===== src/rtl/joypad_port_if.sv =====
// CPU-side bus bundle for the NES controller port responder.
// The CPU/bus decoder is the master; the joypad port is the slave.
interface joypad_port_if;
    logic        cpu_ce;    // one-Clk pulse at the end of each CPU bus cycle
    logic [15:0] cpu_addr;  // CPU address
    logic        cpu_rw_n;  // 1 = read, 0 = write
    logic [7:0]  cpu_din;   // CPU write data
    logic [7:0]  cpu_dout;  // read data returned by the port
    logic        cpu_doe;   // port is driving the read bus

    modport master (
        output cpu_ce, cpu_addr, cpu_rw_n, cpu_din,
        input  cpu_dout, cpu_doe
    );

    modport slave (
        input  cpu_ce, cpu_addr, cpu_rw_n, cpu_din,
        output cpu_dout, cpu_doe
    );
endinterface


===== src/rtl/joypad_port.sv =====
// NES controller port 1 responder at $4016/$4017.
// Maps USB HID keycodes onto the 8-bit NES button vector and implements
// the strobe / latch / serial-shift protocol the 6502 uses to poll the pad.
module joypad_port #(
    parameter logic [7:0] KEY_A      = 8'h1B,
    parameter logic [7:0] KEY_B      = 8'h1D,
    parameter logic [7:0] KEY_SELECT = 8'h2C,
    parameter logic [7:0] KEY_START  = 8'h28,
    parameter logic [7:0] KEY_UP     = 8'h1A,
    parameter logic [7:0] KEY_DOWN   = 8'h16,
    parameter logic [7:0] KEY_LEFT   = 8'h04,
    parameter logic [7:0] KEY_RIGHT  = 8'h07
) (
    input  logic                Clk,
    input  logic                Reset_n,
    input  logic [31:0]         keycodes,
    output logic [7:0]          buttons_dbg,
    joypad_port_if.slave        bus
);

    // Button order bit0..bit7: A, B, Select, Start, Up, Down, Left, Right.
    localparam logic [7:0] KEY_TAB [8] = '{
        KEY_A, KEY_B, KEY_SELECT, KEY_START,
        KEY_UP, KEY_DOWN, KEY_LEFT, KEY_RIGHT
    };

    logic [7:0] btn_q, btn_d;
    logic       strobe_q, strobe_d;
    logic [7:0] shreg_q, shreg_d;

    logic sel_4016, sel_4017;
    logic wr_4016, rd_4016_ce;
    logic serial_bit;

    // A button is pressed when any slot carries its code; an empty slot
    // (8'h00) can never match because the comparison also requires the
    // table entry to be non-zero.
    generate
        for (genvar gi = 0; gi < 8; gi++) begin : g_btn
            assign btn_d[gi] = (KEY_TAB[gi] != 8'h00) &&
                               ((keycodes[7:0]   == KEY_TAB[gi]) ||
                                (keycodes[15:8]  == KEY_TAB[gi]) ||
                                (keycodes[23:16] == KEY_TAB[gi]) ||
                                (keycodes[31:24] == KEY_TAB[gi]));
        end
    endgenerate

    assign buttons_dbg = btn_q;

    assign sel_4016   = (bus.cpu_addr == 16'h4016);
    assign sel_4017   = (bus.cpu_addr == 16'h4017);
    assign wr_4016    = bus.cpu_ce && !bus.cpu_rw_n && sel_4016;
    assign rd_4016_ce = bus.cpu_ce &&  bus.cpu_rw_n && sel_4016;

    // While strobe is high the pad reports the live A button; otherwise
    // the head of the shift register.
    assign serial_bit = strobe_q ? btn_q[0] : shreg_q[0];

    // Read decode: purely combinational so data is valid within the same CPU cycle.
    always_comb begin
        bus.cpu_doe  = 1'b0;
        bus.cpu_dout = 8'h00;
        if (bus.cpu_rw_n && sel_4016) begin
            bus.cpu_doe  = 1'b1;
            bus.cpu_dout = {3'b010, 4'b0000, serial_bit};
        end else if (bus.cpu_rw_n && sel_4017) begin
            bus.cpu_doe  = 1'b1;
            bus.cpu_dout = 8'h40;   // pad 2 absent
        end
    end

    // Next-state for strobe and shift register.
    // Reload happens on every Clk while strobe is high, which also covers the
    // write that clears strobe: that edge latches the pre-edge btn_q. Shifting
    // on a read only happens with strobe low, filling with 1s from the top.
    always_comb begin
        strobe_d = strobe_q;
        shreg_d  = shreg_q;
        if (strobe_q) begin
            shreg_d = btn_q;
        end
        if (wr_4016) begin
            strobe_d = bus.cpu_din[0];
        end else if (rd_4016_ce && !strobe_q) begin
            shreg_d = {1'b1, shreg_q[7:1]};
        end
    end

    // State registers with asynchronous active-low reset.
    always_ff @(posedge Clk or negedge Reset_n) begin
        if (!Reset_n) begin
            btn_q    <= 8'h00;
            strobe_q <= 1'b0;
            shreg_q  <= 8'h00;
        end else begin
            btn_q    <= btn_d;
            strobe_q <= strobe_d;
            shreg_q  <= shreg_d;
        end
    end

endmodule


===== src/flat_wrapper.sv =====
// flat-port wrapper written by rule: the top's interface ports become plain ports
module joypad_port_flat 
#(
    parameter logic [7:0] KEY_A      = 8'h1B,
    parameter logic [7:0] KEY_B      = 8'h1D,
    parameter logic [7:0] KEY_SELECT = 8'h2C,
    parameter logic [7:0] KEY_START  = 8'h28,
    parameter logic [7:0] KEY_UP     = 8'h1A,
    parameter logic [7:0] KEY_DOWN   = 8'h16,
    parameter logic [7:0] KEY_LEFT   = 8'h04,
    parameter logic [7:0] KEY_RIGHT  = 8'h07
)
  (Clk, Reset_n, keycodes, buttons_dbg, bus_cpu_ce, bus_cpu_addr, bus_cpu_rw_n, bus_cpu_din, bus_cpu_dout, bus_cpu_doe);
  joypad_port_if bus_i ();
  input  logic Clk;
  input  logic Reset_n;
  input  logic [31:0] keycodes;
  output logic [7:0] buttons_dbg;
  input wire logic [$bits(bus_i.cpu_ce)-1:0] bus_cpu_ce;
  input wire logic [$bits(bus_i.cpu_addr)-1:0] bus_cpu_addr;
  input wire logic [$bits(bus_i.cpu_rw_n)-1:0] bus_cpu_rw_n;
  input wire logic [$bits(bus_i.cpu_din)-1:0] bus_cpu_din;
  output wire logic [$bits(bus_i.cpu_dout)-1:0] bus_cpu_dout;
  output wire logic [$bits(bus_i.cpu_doe)-1:0] bus_cpu_doe;
  assign bus_i.cpu_ce = bus_cpu_ce;
  assign bus_i.cpu_addr = bus_cpu_addr;
  assign bus_i.cpu_rw_n = bus_cpu_rw_n;
  assign bus_i.cpu_din = bus_cpu_din;
  assign bus_cpu_dout = bus_i.cpu_dout;
  assign bus_cpu_doe = bus_i.cpu_doe;
  joypad_port #(.KEY_A(KEY_A), .KEY_B(KEY_B), .KEY_SELECT(KEY_SELECT), .KEY_START(KEY_START), .KEY_UP(KEY_UP), .KEY_DOWN(KEY_DOWN), .KEY_LEFT(KEY_LEFT), .KEY_RIGHT(KEY_RIGHT)) u_core (.Clk(Clk), .Reset_n(Reset_n), .keycodes(keycodes), .buttons_dbg(buttons_dbg), .bus(bus_i));
endmodule

===== config.mk =====
export PLATFORM = sky130hd
export DESIGN_NAME = joypad_port_flat
export DESIGN_NICKNAME = d
export VERILOG_FILES = /design/src/rtl/joypad_port_if.sv /design/src/rtl/joypad_port.sv /design/src/flat_wrapper.sv
export SDC_FILE = /design/constraint.sdc
export NUM_CORES = 1
export LEC_CHECK = 0
export ABC_AREA = 1
export BUFFER_PORTS_ARGS = -buffer_cell sky130_fd_sc_hd__buf_4
export CAP_MARGIN = 20
export CORE_MARGIN = 2
export CORE_UTILIZATION = 45
export CTS_CLUSTER_SIZE = 25
export DETAILED_ROUTE_END_ITERATION = 6
export PLACE_DENSITY = 0.91
export SLEW_MARGIN = 20
export SYNTH_ARGS = -nofsm -noshare
export SYNTH_HDL_FRONTEND = slang
export SYNTH_SLANG_ARGS = --single-unit

===== constraint.sdc =====
create_clock -name Clk -period 1.35 [get_ports Clk]
set_input_delay 0.0675 -clock Clk [delete_from_list [all_inputs] [get_ports Clk]]
set_output_delay 0.0675 -clock Clk [all_outputs]
set_load 0.02 [all_outputs]

# Yosys cells after proc, flatten, opt, wreduce, memory -nomap -nowiden
# Cells that the tools add are included.
[word_totals] output_inout_bits=17 ff_bits=17 wordCells=78
[op_classes] muxes=8 n_reduce_logical=33 eq_ne=34
[op_table] cell="$eq 8x5->1 const B" n=16
[op_table] cell="$eq 8x3->1 const B" n=8
[op_table] cell="$eq 8x6->1 const B" n=8
[op_table] cell="$eq 16x15->1 const B" n=2
[op_table] cell="$logic_or 1x1->1" n=24
[op_table] cell="$mux 8" n=3
[op_table] cell="$mux 7" n=2
[op_table] cell="$logic_and 1x1->1" n=7
[op_table] cell="$mux 1" n=3
[op_table] cell="$logic_not 1->1" n=2

# Logic depth before layout (Yosys ltp)
# Gate-level depths: netlist of run 1.
[logic_depth] word_depth=5 ltp_mapped=8 ltp_nobuf=8

# Worst setup path before layout of run 1
# OpenSTA, ideal clock, no wires.
[synth_timing] kind="input-to-output" start="input port bus_cpu_addr[11]" end="output port bus_cpu_dout[6]" stages=6 slack_ns=-0.160 arrival_time_ns=1.442 path_cell_list="nor2_1 -> nand2_1 -> nor2_4 -> nand2_2 -> nor4_1 -> buf_4"
[synth_between] elab_chain_len=4 elab_cells_between_ends=6 classes_between="eq/ne (2); mux (2); reduce/logical (2)"
[synth_rtl] item="from (decl)" line="flat_wrapper.sv:20" rtl="input wire logic [$bits(bus_i.cpu_addr)-1:0] bus_cpu_addr;"
[synth_rtl] item="$eq 16x15->1" line="joypad_port.sv:51" rtl="assign sel_4017 = (bus.cpu_addr == 16'h4017);"
[synth_rtl] item="$logic_and 1x1->1" line="joypad_port.sv:66" rtl="end else if (bus.cpu_rw_n && sel_4017) begin"
[synth_rtl] item="$mux 7" line="joypad_port.sv:66"
[synth_rtl] item="$mux 7 (*)" line="joypad_port.sv:63" rtl="if (bus.cpu_rw_n && sel_4016) begin"
[synth_rtl] item="to (decl)" line="flat_wrapper.sv:23" rtl="output wire logic [$bits(bus_i.cpu_dout)-1:0] bus_cpu_dout;"
# Every way passes the cells marked *; elsewhere a longest branch is shown, timed or not.

# Worst setup path after layout of run 1
[layout_timing] start="register u_core.strobe_q" end="output port bus_cpu_dout[0]"
[layout_between] elab_chain_len=2
[layout_rtl] item="from (decl)" line="joypad_port.sv:28" rtl="logic strobe_q, strobe_d;"
[layout_rtl] item="from (signal assigned)" line="joypad_port.sv:97" rtl="strobe_q <= strobe_d;"
[layout_rtl] item="$mux 1" line="joypad_port.sv:57" rtl="assign serial_bit = strobe_q ? btn_q[0] : shreg_q[0];"
[layout_rtl] item="$mux 7" line="joypad_port.sv:63"
# No other way between the ends.

==> impl_results.md, run 1 <==
* Worst setup margin at 26.87 ps
* Fraction of registers with async set or reset after synthesis at 100.0%
* CP bufs+invs at 2
* Initial Util at approximately 48%
* Crit path launch type: register
* Worst Path Arrival at between 1000 and 1500 ps
* Filler cell count at 307
* Die Height at slightly above 60 µm
* Total wire length at 3568 µm
* Final Power at between 1 and 1.5 mW
* Max-cap check violation count at 0
* Global-route wire length before repair at just under 6000 µm
* Clk sinks at 17
* Worst endpoint required time at about 1300 ps
* Synth top area share at 28.64%
* Cells after Synth at 240
* Worst hold path class: primary input to register
* Wire length per cell at between 10 and 15 µm
* Post-synthesis simple-gate area fraction at a little under three fifths
* Starting DRC count in detailed routing at 42
* Reg2Reg Launch Point: u_core.strobe_q$_DFFE_PN0P_
* CP max stage cell: dfrtp_2
* RSZ-0062 raised after global routing: yes
* Avg Cell Area, Syn at a little over 6 µm²
* Worst-Skew Late Latency at 280 ps
* Via count at roughly 1700
* PortBufs at between 60 and 70
* Die Width at 61.45 µm
* Yosys cell types at 21
* Nature of the critical path endpoint: output port
* CTS buffer count at 3
* Crit path max-delay family: flip-flops
* Xor/xnor share of the synthesized area at 0%
* P&R area growth vs syn at 37.07%
* Largest net degree at the start of global routing at 18
* Vias per std cell at between 4 and 5
* Synth cell count leaders: nand2_1 (72), inv_1 (35), nor2_1 (33), nand4_1 (25), dfrtp_1 (17)
* CP Class: register to output port
* Number of synthesized register bits at 17
* Fin crit period at around 1300 ps
* Synthesized cell area at 1485 µm²
* Final ANT Viol Nets at 0
* Layout cells sized above 1 at between 20% and 30%
* Status: completed
* Pre-antenna DRT Iters at 4
* Final net count at roughly 370
* P_leak at 1.175 nW
* Hold Vio Cnt, Final at 0
* Pre-CTS WS at 181.2 ps
* Peak Freq at 755.8 MHz
* GR Util All Layers at between 20 and 25%
* Yosys top cell by area: dfrtp_1
* Overflow after GRT at 0
* CTS Root Cell: clkbuf_4
* TritonCTS clock tree: done
* Diode count at 0
* Part of the cycle the worst path needs at 98.01%
* Hold_sp: bus_cpu_din[0]
* Compound-Gate Fraction of Synth Area at less than 1%
* Seq/Total Area, Yosys at 28.64%
* CP Max Fanout at 2
* Setup TNS at 0 ps
* Core area at between 3000 and 4000 µm²
* DRC violations left at 0
* Syn. warnings at 0
* Cell Rows at 20
* Synth Area in Adders at 0%
* Htree depth at 1
* Post-synth EDFFs at 0
* Final HPWL DP at a little over 3000 µm
* Routability cong. at slightly above 0.9
* I/O Pins at a little under 80
* Initial antenna violation count at 0
* Peak VDD IR at approximately 0.00028 V
* Clock slew at reported path FFs at 90 ps
* Count leader, synth: nand2_1
* Crit-path max cell delay at slightly above 400 ps
* Post-synth top flop: dfrtp_1
* Total Die Area at around 3800 µm²
* Max Clock Skew at about 3.8 ps
* Largest family of logic cells by synthesized area: simple AND/OR/NAND/NOR gates
* Vias in the first global route at between 1500 and 2000
* CP Cell Sequence: clkinv_4 > or2_1 > o21ai_2 > nor3_2 > buf_4
* Max Root-Sink Buffers at 2
* # setup viols final at 0
* Main area contributors after synthesis: dfrtp_1 (29%), nand2_1 (18%), nand4_1 (11%), inv_1 (8.8%), nor2_1 (8.3%)
* Pwr/cell area at around 520 nW/µm²
* Fin. max-slew vios at 0
* Beginning of the critical path: u_core.strobe_q$_DFFE_PN0P_
* Mux contribution to synthesized area at 0%
[cell usage in the layout (no fill, tap or decap)]
cell type      instances
nand4_4                1
nor4_2                 1
nor3_1                 8
nand2_1               72
nor2_1                33
clkbuf_4               3
nand3_1               15
dfrtp_2                1
nor3_2                 1
dfrtp_1               16
nand4_1               25
buf_6                  1
or2_1                  3
nor2_8                 1
inv_1                 35
nor2_4                 2
dlygate4sd3_1          1
o21ai_2                1
nand3b_1               1
nand2_2                4
conb_1                 6
inv_2                  5
nor2_2                 4
buf_4                 65
clkbuf_1               1
clkinv_4               1
[power by group]
part,switching (mW),internal [mW]
Combinational,0.149,0.136
Sequential,0.00199,0.512
Clock,0.145,0.115
[what timing repair did]
| item | 4_1_cts | 5_1_grt |
|---|---|---|
| endpoints found under the setup margin | 1 | 1 |
| pin swaps | 1 | 0 |
| resized for setup | 2 | 2 |
| hold endpoints to repair | 17 | 0 |
| buffers inserted | 2 | 0 |
| hold buffers | 1 | 0 |
[registers in the layout, indices dropped and copies added (netlist names)]
register / count
u_core.strobe_q: 1
u_core.shreg_q: 8
u_core.buttons_dbg: 8
[per-layer routing]
layer  track usage [%]  vias up  share of wire [%]
met5                 0        -                  0
met4             7.903        0               0.87
met3             2.731        4                8.5
met2             40.58       66                 53
met1             20.65      748                 37
li1                  -      880                  -
[tightest hold or removal path: cells and delay by family]
family | cells | cell delay [ps]
buffers and inverters | 1 | 70
AND/OR/NAND/NOR | 2 | 120
[worst paths after layout]
| kind | endpoint | slack (ps) | depth (start not counted) |
|---|---|---|---|
| min in group asynchronous | u_core.shreg_q[7]$_DFF_PN0_ | 190 | 2 |
| max in group asynchronous | u_core.strobe_q$_DFFE_PN0P_ | 960 | 2 |
| worst min-delay path | u_core.strobe_q$_DFFE_PN0P_ | 10 | 3 |
| worst max register to register | u_core.shreg_q[2]$_DFF_PN0_ | 220 | 5 |
| worst max-delay path | bus_cpu_dout[0] | 30 | 5 |
| worst min register to register | u_core.shreg_q[7]$_DFF_PN0_ | 530 | 2 |
[cells by family after synthesis]
kind of cell | after synthesis
AOI/OAI and AO/OA | 1
buffers and inverters | 50
and+or+nand+nor | 171
DFF | 17
other | 1
[metrics by stage]
step	area [µm²]	std cells	utilization [%]	hold WS, ps
3_5_place_dp	1974	344	63.63	-62.26
3_3_place_gp	1974	344	63.63	-60.59
4_1_cts	2034	351	65.56	9.746
2_1_floorplan	1510	245	-	-228.1
5_1_grt	2036	351	65.60	8.857
6_report	2036	351	65.60	12.72
[area by class of cell]
type / count / area, µm² / share of cell area, %
clock buffer: 4 / 26.28 / 1.291
inverter: 41 / 158.9 / 7.806
sequential: 17 / 426.7 / 20.96
multi-input combinational: 178 / 859.6 / 42.22
tap: 44 / 55.05 / 2.704
timing repair buffer: 67 / 509.2 / 25.02
Power figures use the tool's default switching activity.
==> run 2, diff against run 1 <==
--- a/config.mk
+++ b/config.mk
@@ -7,12 +7,14 @@
 export LEC_CHECK = 0
 export ABC_AREA = 1
 export BUFFER_PORTS_ARGS = -buffer_cell sky130_fd_sc_hd__buf_4
-export CAP_MARGIN = 20
+export CAP_MARGIN = 0
+export CELL_PAD_IN_SITES_DETAIL_PLACEMENT = 0
+export CELL_PAD_IN_SITES_GLOBAL_PLACEMENT = 1
 export CORE_MARGIN = 2
-export CORE_UTILIZATION = 45
+export CORE_UTILIZATION = 29
 export CTS_CLUSTER_SIZE = 25
 export DETAILED_ROUTE_END_ITERATION = 6
-export PLACE_DENSITY = 0.91
+export PLACE_DENSITY = 0.9
 export SLEW_MARGIN = 20
 export SYNTH_ARGS = -nofsm -noshare
 export SYNTH_HDL_FRONTEND = slang
==> impl_results.md, run 2 (synthesis results as in run 1) <==
* TritonCTS clock tree: done (unchanged)
* Reg2Reg Depth at 6 (was 5)
* Top sig layer: met4 (unchanged)
* Crit path launch type: register (unchanged)
* Internal power at 0.8582 mW (was 0.7627 mW)
* # setup viols final at 0 (unchanged)
* CP Cell Sequence: clkinv_4 > or2_1 > o21ai_2 > nor3_2 > buf_4 (unchanged)
* Via count at 1635 (was 1698)
* Largest net degree at the start of global routing at 18 (unchanged)
* Initial Util at 29.65% (was 47.86%)
* WHS Endpoint: u_core.strobe_q$_DFFE_PN0P_ (unchanged)
* Most frequent cells in the layout: nand2_1 (72), buf_4 (66), inv_1 (35) (was nand2_1 (72), buf_4 (65), inv_1 (35))
* Hold Vio Cnt, Final at 0 (unchanged)
* Layout Cells excl Fill at 377 (was 351)
* Max-cap check violation count at 0 (unchanged)
* Clk sinks at 17 (unchanged)
* Initial antenna violation count at 0 (unchanged)
* Post-Route M1 WL at 1482 µm (was 1327 µm)
* Wire length per cell at 9.859 µm (was 10.17 µm)
* P_leak at 1.183 nW (was 1.175 nW)
* Total wire length at 3717 µm (was 3568 µm)
* Setup TNS at 0 ps (unchanged)
* Peak VDD IR at 0.0002626 V (was 0.0002756 V)
* Starting DRC count in detailed routing at 61 (was 42)
* Cell Rows at 26 (was 20)
* CP bufs+invs at 2 (unchanged)
* Final ANT Viol Nets at 0 (unchanged)
* Worst Path Arrival at 1210 ps (was 1260 ps)
* Diode count at 0 (unchanged)
* Core area at 5010 µm² (was 3103 µm²)
* Sw power at 0.3136 mW (was 0.2953 mW)
* Status: completed (unchanged)
* Clock slew at reported path FFs at 60 ps (was 90 ps)
* Crit path max-delay family: flip-flops (unchanged)
* Nature of the critical path endpoint: output port (unchanged)
* Routability cong. at 0.8001 (was 0.9297)
* Reg power frac at 43.9% (was 48.6%)
* Final net count at 368 (unchanged)
* P&R area growth vs syn at 40.27% (was 37.07%)
* Crit-path max cell delay at 390 ps (was 410 ps)
* Fin crit period at 1279 ps (was 1323 ps)
* CP max stage cell: dfrtp_2 (unchanged)
* Comb pwr share at 24.2% (was 26.9%)
* Total Die Area at 5710 µm² (was 3776 µm²)
* Cell count after placement at 371 (was 344)
* Worst R2R Setup Slack at 290 ps (was 220 ps)
* Commonest non-fill, non-tap cell in the layout: nand2_1 (unchanged)
* Area occupied by multi-input gates at 859.6 µm² (unchanged)
* CTS Root Cell: clkbuf_8 (was clkbuf_4)
* DRC violations left at 0 (unchanged)
* Hold depth at 3 (unchanged)
* Worst hold path class: primary input to register (unchanged)
* CTS buffer count at 3 (unchanged)
* CP Class: register to output port (unchanged)
* Die Height at 75.57 µm (was 61.45 µm)
* Vias per std cell at 4.337 (was 4.838)
* Filler cell count at 570 (was 307)
* Overflow after GRT at 0 (unchanged)
* Pwr/cell area at 562.5 nW/µm² (was 519.7 nW/µm²)
* WL met3 at 276 µm (was 304 µm)
* Part of the cycle the worst path needs at 94.76% (was 98.01%)
* I/O Pins at 77 (unchanged)
* Clock power share at 31.9% (was 24.5%)
* FF-to-FF End: u_core.shreg_q[1]$_DFF_PN0_ (was u_core.shreg_q[2]$_DFF_PN0_)
* GR Util All Layers at 13.45% (was 20.19%)
* Die Width at 75.57 µm (was 61.45 µm)
* Worst endpoint required time at 1280 ps (about the same)
* Vias in the first global route at 1502 (was 1549)
* WL met2 at 1876 µm (was 1904 µm)
* Worst-Skew Late Latency at 250 ps (was 280 ps)
* Reg2Reg Launch Point: u_core.strobe_q$_DFFE_PN0P_ (unchanged)
* Layout cells sized above 1 at 29.64% (unchanged)
* Global-route wire length before repair at 5954 µm (was 5823 µm)
* Max Root-Sink Buffers at 2 (unchanged)
* Max Clock Skew at 3.349 ps (was 3.782 ps)
* PortBufs at 63 (unchanged)
* CP Max Fanout at 3 (was 2)
* Peak Freq at 781.7 MHz (was 755.8 MHz)
* Pre-antenna DRT Iters at 4 (unchanged)
* RSZ-0062 raised after global routing: no (was yes)
* Register Area at 426.7 µm² (unchanged)
* Fin. max-slew vios at 0 (unchanged)
* Final HPWL DP at 3220 µm (was 3021 µm)
* Htree depth at 1 (unchanged)
* Hold_sp: bus_cpu_din[0] (unchanged)
* Sw Ratio at 26.76% (was 27.91%)
[run 2: how the worst max path moves through the flow]
stage	from	end	slack, ps	cells past startpoint
5_1_grt	u_core.strobe_q$_DFFE_PN0P_	bus_cpu_dout[0]	10	5
3_5_place_dp	u_core.strobe_q$_DFFE_PN0P_	bus_cpu_dout[0]	250	5
4_1_cts	u_core.strobe_q$_DFFE_PN0P_	bus_cpu_dout[0]	10	5
6_report	u_core.strobe_q$_DFFE_PN0P_	bus_cpu_dout[0]	70	5
2_1_floorplan	u_core.strobe_q$_DFFE_PN0P_	bus_cpu_dout[0]	70	5
3_3_place_gp	u_core.strobe_q$_DFFE_PN0P_	bus_cpu_dout[0]	270	5
[run 2: cell type report]
type	count	area share, %
multi-input cells	178	41.26
repair buffers	67	24.26
flip-flops and latches	17	20.48
inverters	41	7.628
well taps	70	4.204
clock buffers	4	2.162
[run 2: worst register-to-register path: stages, from the launching register on]
cell	delay, ps
dfrtp_2	430
buf_4	150
buf_4	150
nand2_1	60
nand2_1	50
nand2_1	60
nand2_1	60
[run 2: metal layers]
layer  vias up  GRT usage, %
met2        55         26.09
met5         -             0
li1        880             -
met1       693         14.47
met3         7         1.852
met4         0         5.458
[run 2: power groups by stage]
stage               combinational, mW  sequential (mW)  clock (mW)
detailed placement              0.283            0.524           0
floorplan                       0.124            0.528           0
CTS                             0.286            0.515       0.388
finish                          0.283            0.515       0.374
global placement                0.279            0.524           0
global route                    0.318            0.515       0.410
[run 2: stage by stage]
step | power, mW | hold slack, ps | area, µm² | utilization (%) | setup WS [ps]
after floorplan | 0.6514 | -228.1 | 1510 | - | 67.24
after global placement | 0.8031 | -61.53 | 2014 | 40.21 | 274.9
after detailed placement | 0.8072 | -55.93 | 2014 | 40.21 | 252.8
after CTS | 1.189 | 71.51 | 2078 | 41.48 | 13.60
after global routing | 1.242 | 89.74 | 2083 | 41.58 | 13.32
final | 1.172 | 74.17 | 2083 | 41.58 | 70.70
[run 2: repair_timing]
action                                  in CTS  in global routing
endpoints found under the setup margin       1                  1
pin swaps                                    0                  1
hold buffers                                 1                  0
resized for setup                            1                  2
setup buffers                                1                  0
endpoints found under the hold margin       17                  0
==> run 3, diff against run 2 <==
--- a/config.mk
+++ b/config.mk
@@ -10,6 +10,7 @@
 export CAP_MARGIN = 0
 export CELL_PAD_IN_SITES_DETAIL_PLACEMENT = 0
 export CELL_PAD_IN_SITES_GLOBAL_PLACEMENT = 1
+export CORE_ASPECT_RATIO = 1.5
 export CORE_MARGIN = 2
 export CORE_UTILIZATION = 29
 export CTS_CLUSTER_SIZE = 25
==> constraint.sdc (replaced) <==
create_clock -name Clk -period 1.35 [get_ports Clk]
set_input_delay 0.0675 -clock Clk [delete_from_list [all_inputs] [get_ports Clk]]
set_output_delay 0.0675 -clock Clk [all_outputs]
set_load 0.05 [all_outputs]
==> impl_results.md, run 3 (synthesis results as in run 1) <==
* Setup TNS at 0 ps (unchanged)
* Vias in the first global route at 1643 (was 1502)
* Core area at 4887 µm² (was 5010 µm²)
* Vias per std cell at 4.503 (was 4.337)
* Worst Path Arrival at 1230 ps (was 1210 ps)
* CTS Root Cell: clkbuf_8 (unchanged)
* Total wire length at 3884 µm (was 3717 µm)
* Wire length per cell at 10.39 µm (was 9.859 µm)
* GR Util All Layers at 14.40% (was 13.45%)
* Max Clock Skew at 0.8637 ps (was 3.349 ps)
* Hold_sp: bus_cpu_din[0] (unchanged)
* CP Class: register to output port (unchanged)
* Crit-path max cell delay at 430 ps (was 390 ps)
* Clk sinks at 17 (unchanged)
* Crit path depth at 4 (was 5)
* Pre-antenna DRT Iters at 4 (unchanged)
* Final ANT Viol Nets at 0 (unchanged)
* RSZ-0062 raised after global routing: no (unchanged)
* Status: completed (unchanged)
* Diode count at 0 (unchanged)
* Nature of the critical path endpoint: output port (unchanged)
* WHS Endpoint: u_core.strobe_q$_DFFE_PN0P_ (unchanged)
* Placed Area at 2029 µm² (was 2014 µm²)
* Fin crit period at 1297 ps (was 1279 ps)
* Cell Rows at 31 (was 26)
* Worst endpoint required time at 1280 ps (about the same)
* P&R area growth vs syn at 42.46% (was 40.27%)
* FF-to-FF End: u_core.shreg_q[6]$_DFF_PN0_ (was u_core.shreg_q[1]$_DFF_PN0_)
* Max-cap check violation count at 0 (unchanged)
* PortBufs at 63 (unchanged)
* Part of the cycle the worst path needs at 96.07% (was 94.76%)
* CP bufs+invs at 2 (unchanged)
* Via count at 1684 (was 1635)
* Initial Util at 30.39% (was 29.65%)
* Final HPWL DP at 3302 µm (was 3220 µm)
* DRC violations left at 0 (unchanged)
* Htree depth at 1 (unchanged)
* TritonCTS clock tree: done (unchanged)
* Initial antenna violation count at 0 (unchanged)
* Crit path launch type: register (unchanged)
* Global-route wire length before repair at 6610 µm (was 5954 µm)
* Commonest non-fill, non-tap cell in the layout: nand2_1 (unchanged)
* Worst R2R Setup Slack at 270 ps (was 290 ps)
* Peak VDD IR at 0.0002518 V (was 0.0002626 V)
* CP max stage cell: dfrtp_2 (unchanged)
* Die Height at 91.65 µm (was 75.57 µm)
* Clock slew at reported path FFs at 60 ps (about the same)
* I/O Pins at 77 (unchanged)
* Most frequent cells in the layout: nand2_1 (72), buf_4 (66), inv_1 (35) (unchanged)
* CP Max Fanout at 2 (was 3)
* Crit path max-delay family: flip-flops (unchanged)
* Final net count at 369 (was 368)
* Reg2Reg Launch Point: u_core.strobe_q$_DFFE_PN0P_ (unchanged)
* Hold depth at 3 (unchanged)
* Routability cong. at 0.8559 (was 0.8001)
* CTS buffer count at 3 (unchanged)
* # setup viols final at 0 (unchanged)
* Finished Cell Area at 2116 µm² (was 2083 µm²)
* Pwr/cell area at 572.6 nW/µm² (was 562.5 nW/µm²)
* Reg2Reg Depth at 6 (unchanged)
* Layout cells sized above 1 at 30.52% (was 29.64%)
* Peak Freq at 771.0 MHz (was 781.7 MHz)
* Starting DRC count in detailed routing at 42 (was 61)
* Hold Vio Cnt, Final at 0 (unchanged)
* Overflow after GRT at 0 (unchanged)
* Worst-Skew Late Latency at 260 ps (was 250 ps)
* Largest net degree at the start of global routing at 18 (unchanged)
* P_leak at 1.218 nW (was 1.183 nW)
* CP Cell Sequence: buf_4 > o21ai_4 > nor3_4 > buf_6 (was clkinv_4 > or2_1 > o21ai_2 > nor3_2 > buf_4)
* Die Width at 62.43 µm (was 75.57 µm)
* Total Die Area at 5721 µm² (was 5710 µm²)
* Final Power at 1.211 mW (was 1.172 mW)
* Worst hold path class: primary input to register (unchanged)
* Fin. max-slew vios at 0 (unchanged)
* Max Root-Sink Buffers at 2 (unchanged)
-- run 3: stage by stage --
step	worst slack, ps	hold slack, ps	utilization [%]	instances
final	53.01	62.01	43.29	374
after global routing	5.098	83.47	43.29	374
after CTS	10.33	70.92	43.09	374
after detailed placement	178.6	-58.06	41.53	367
after global placement	187.9	-59.05	41.53	367
after floorplan	-108.2	-228.1	-	245
-- run 3: power by group --
part | switching, mW | internal (mW)
Clock | 0.176 | 0.205
Sequential | 0.00196 | 0.513
Combinational | 0.179 | 0.136
-- run 3: cell type report --
cell class | count | area, µm²
clock inverter | 1 | 5.005
tap | 66 | 82.58
timing repair buffer | 68 | 516.7
sequential | 17 | 426.7
inverter | 41 | 158.9
multi-input combinational | 178 | 884.6
clock buffer | 3 | 41.29
fill | 560 | 2771
-- run 3: timing repair --
action,CTS,global route
pin swaps,0,1
cloned,0,0
setup endpoints to repair,1,1
gates resized for setup,2,2
buffers inserted,2,0
hold endpoints to repair,17,0
hold buffers,1,0
-- run 3: worst max path at each step --
stage | startpoint | endpoint
after CTS | u_core.strobe_q$_DFFE_PN0P_ | bus_cpu_dout[0]
after floorplan | bus_cpu_addr[11] | bus_cpu_dout[6]
after global routing | u_core.strobe_q$_DFFE_PN0P_ | bus_cpu_dout[0]
final | u_core.strobe_q$_DFFE_PN0P_ | bus_cpu_dout[0]
after global placement | u_core.strobe_q$_DFFE_PN0P_ | bus_cpu_dout[0]
after detailed placement | u_core.strobe_q$_DFFE_PN0P_ | bus_cpu_dout[0]
-- run 3: worst min-delay path, cell delays in order --
cell	delay [ps]
buf_4	80
nand3_1	60
nand2_1	80
-- run 3: metal layers --
layer / track usage, % / share of wire (%) / up-vias
li1: - / - / 885
met5: 0 / 0 / -
met3: 4.540 / 7.5 / 11
met2: 28.05 / 54 / 60
met4: 7.037 / 3.0 / 0
met1: 13.08 / 35 / 728
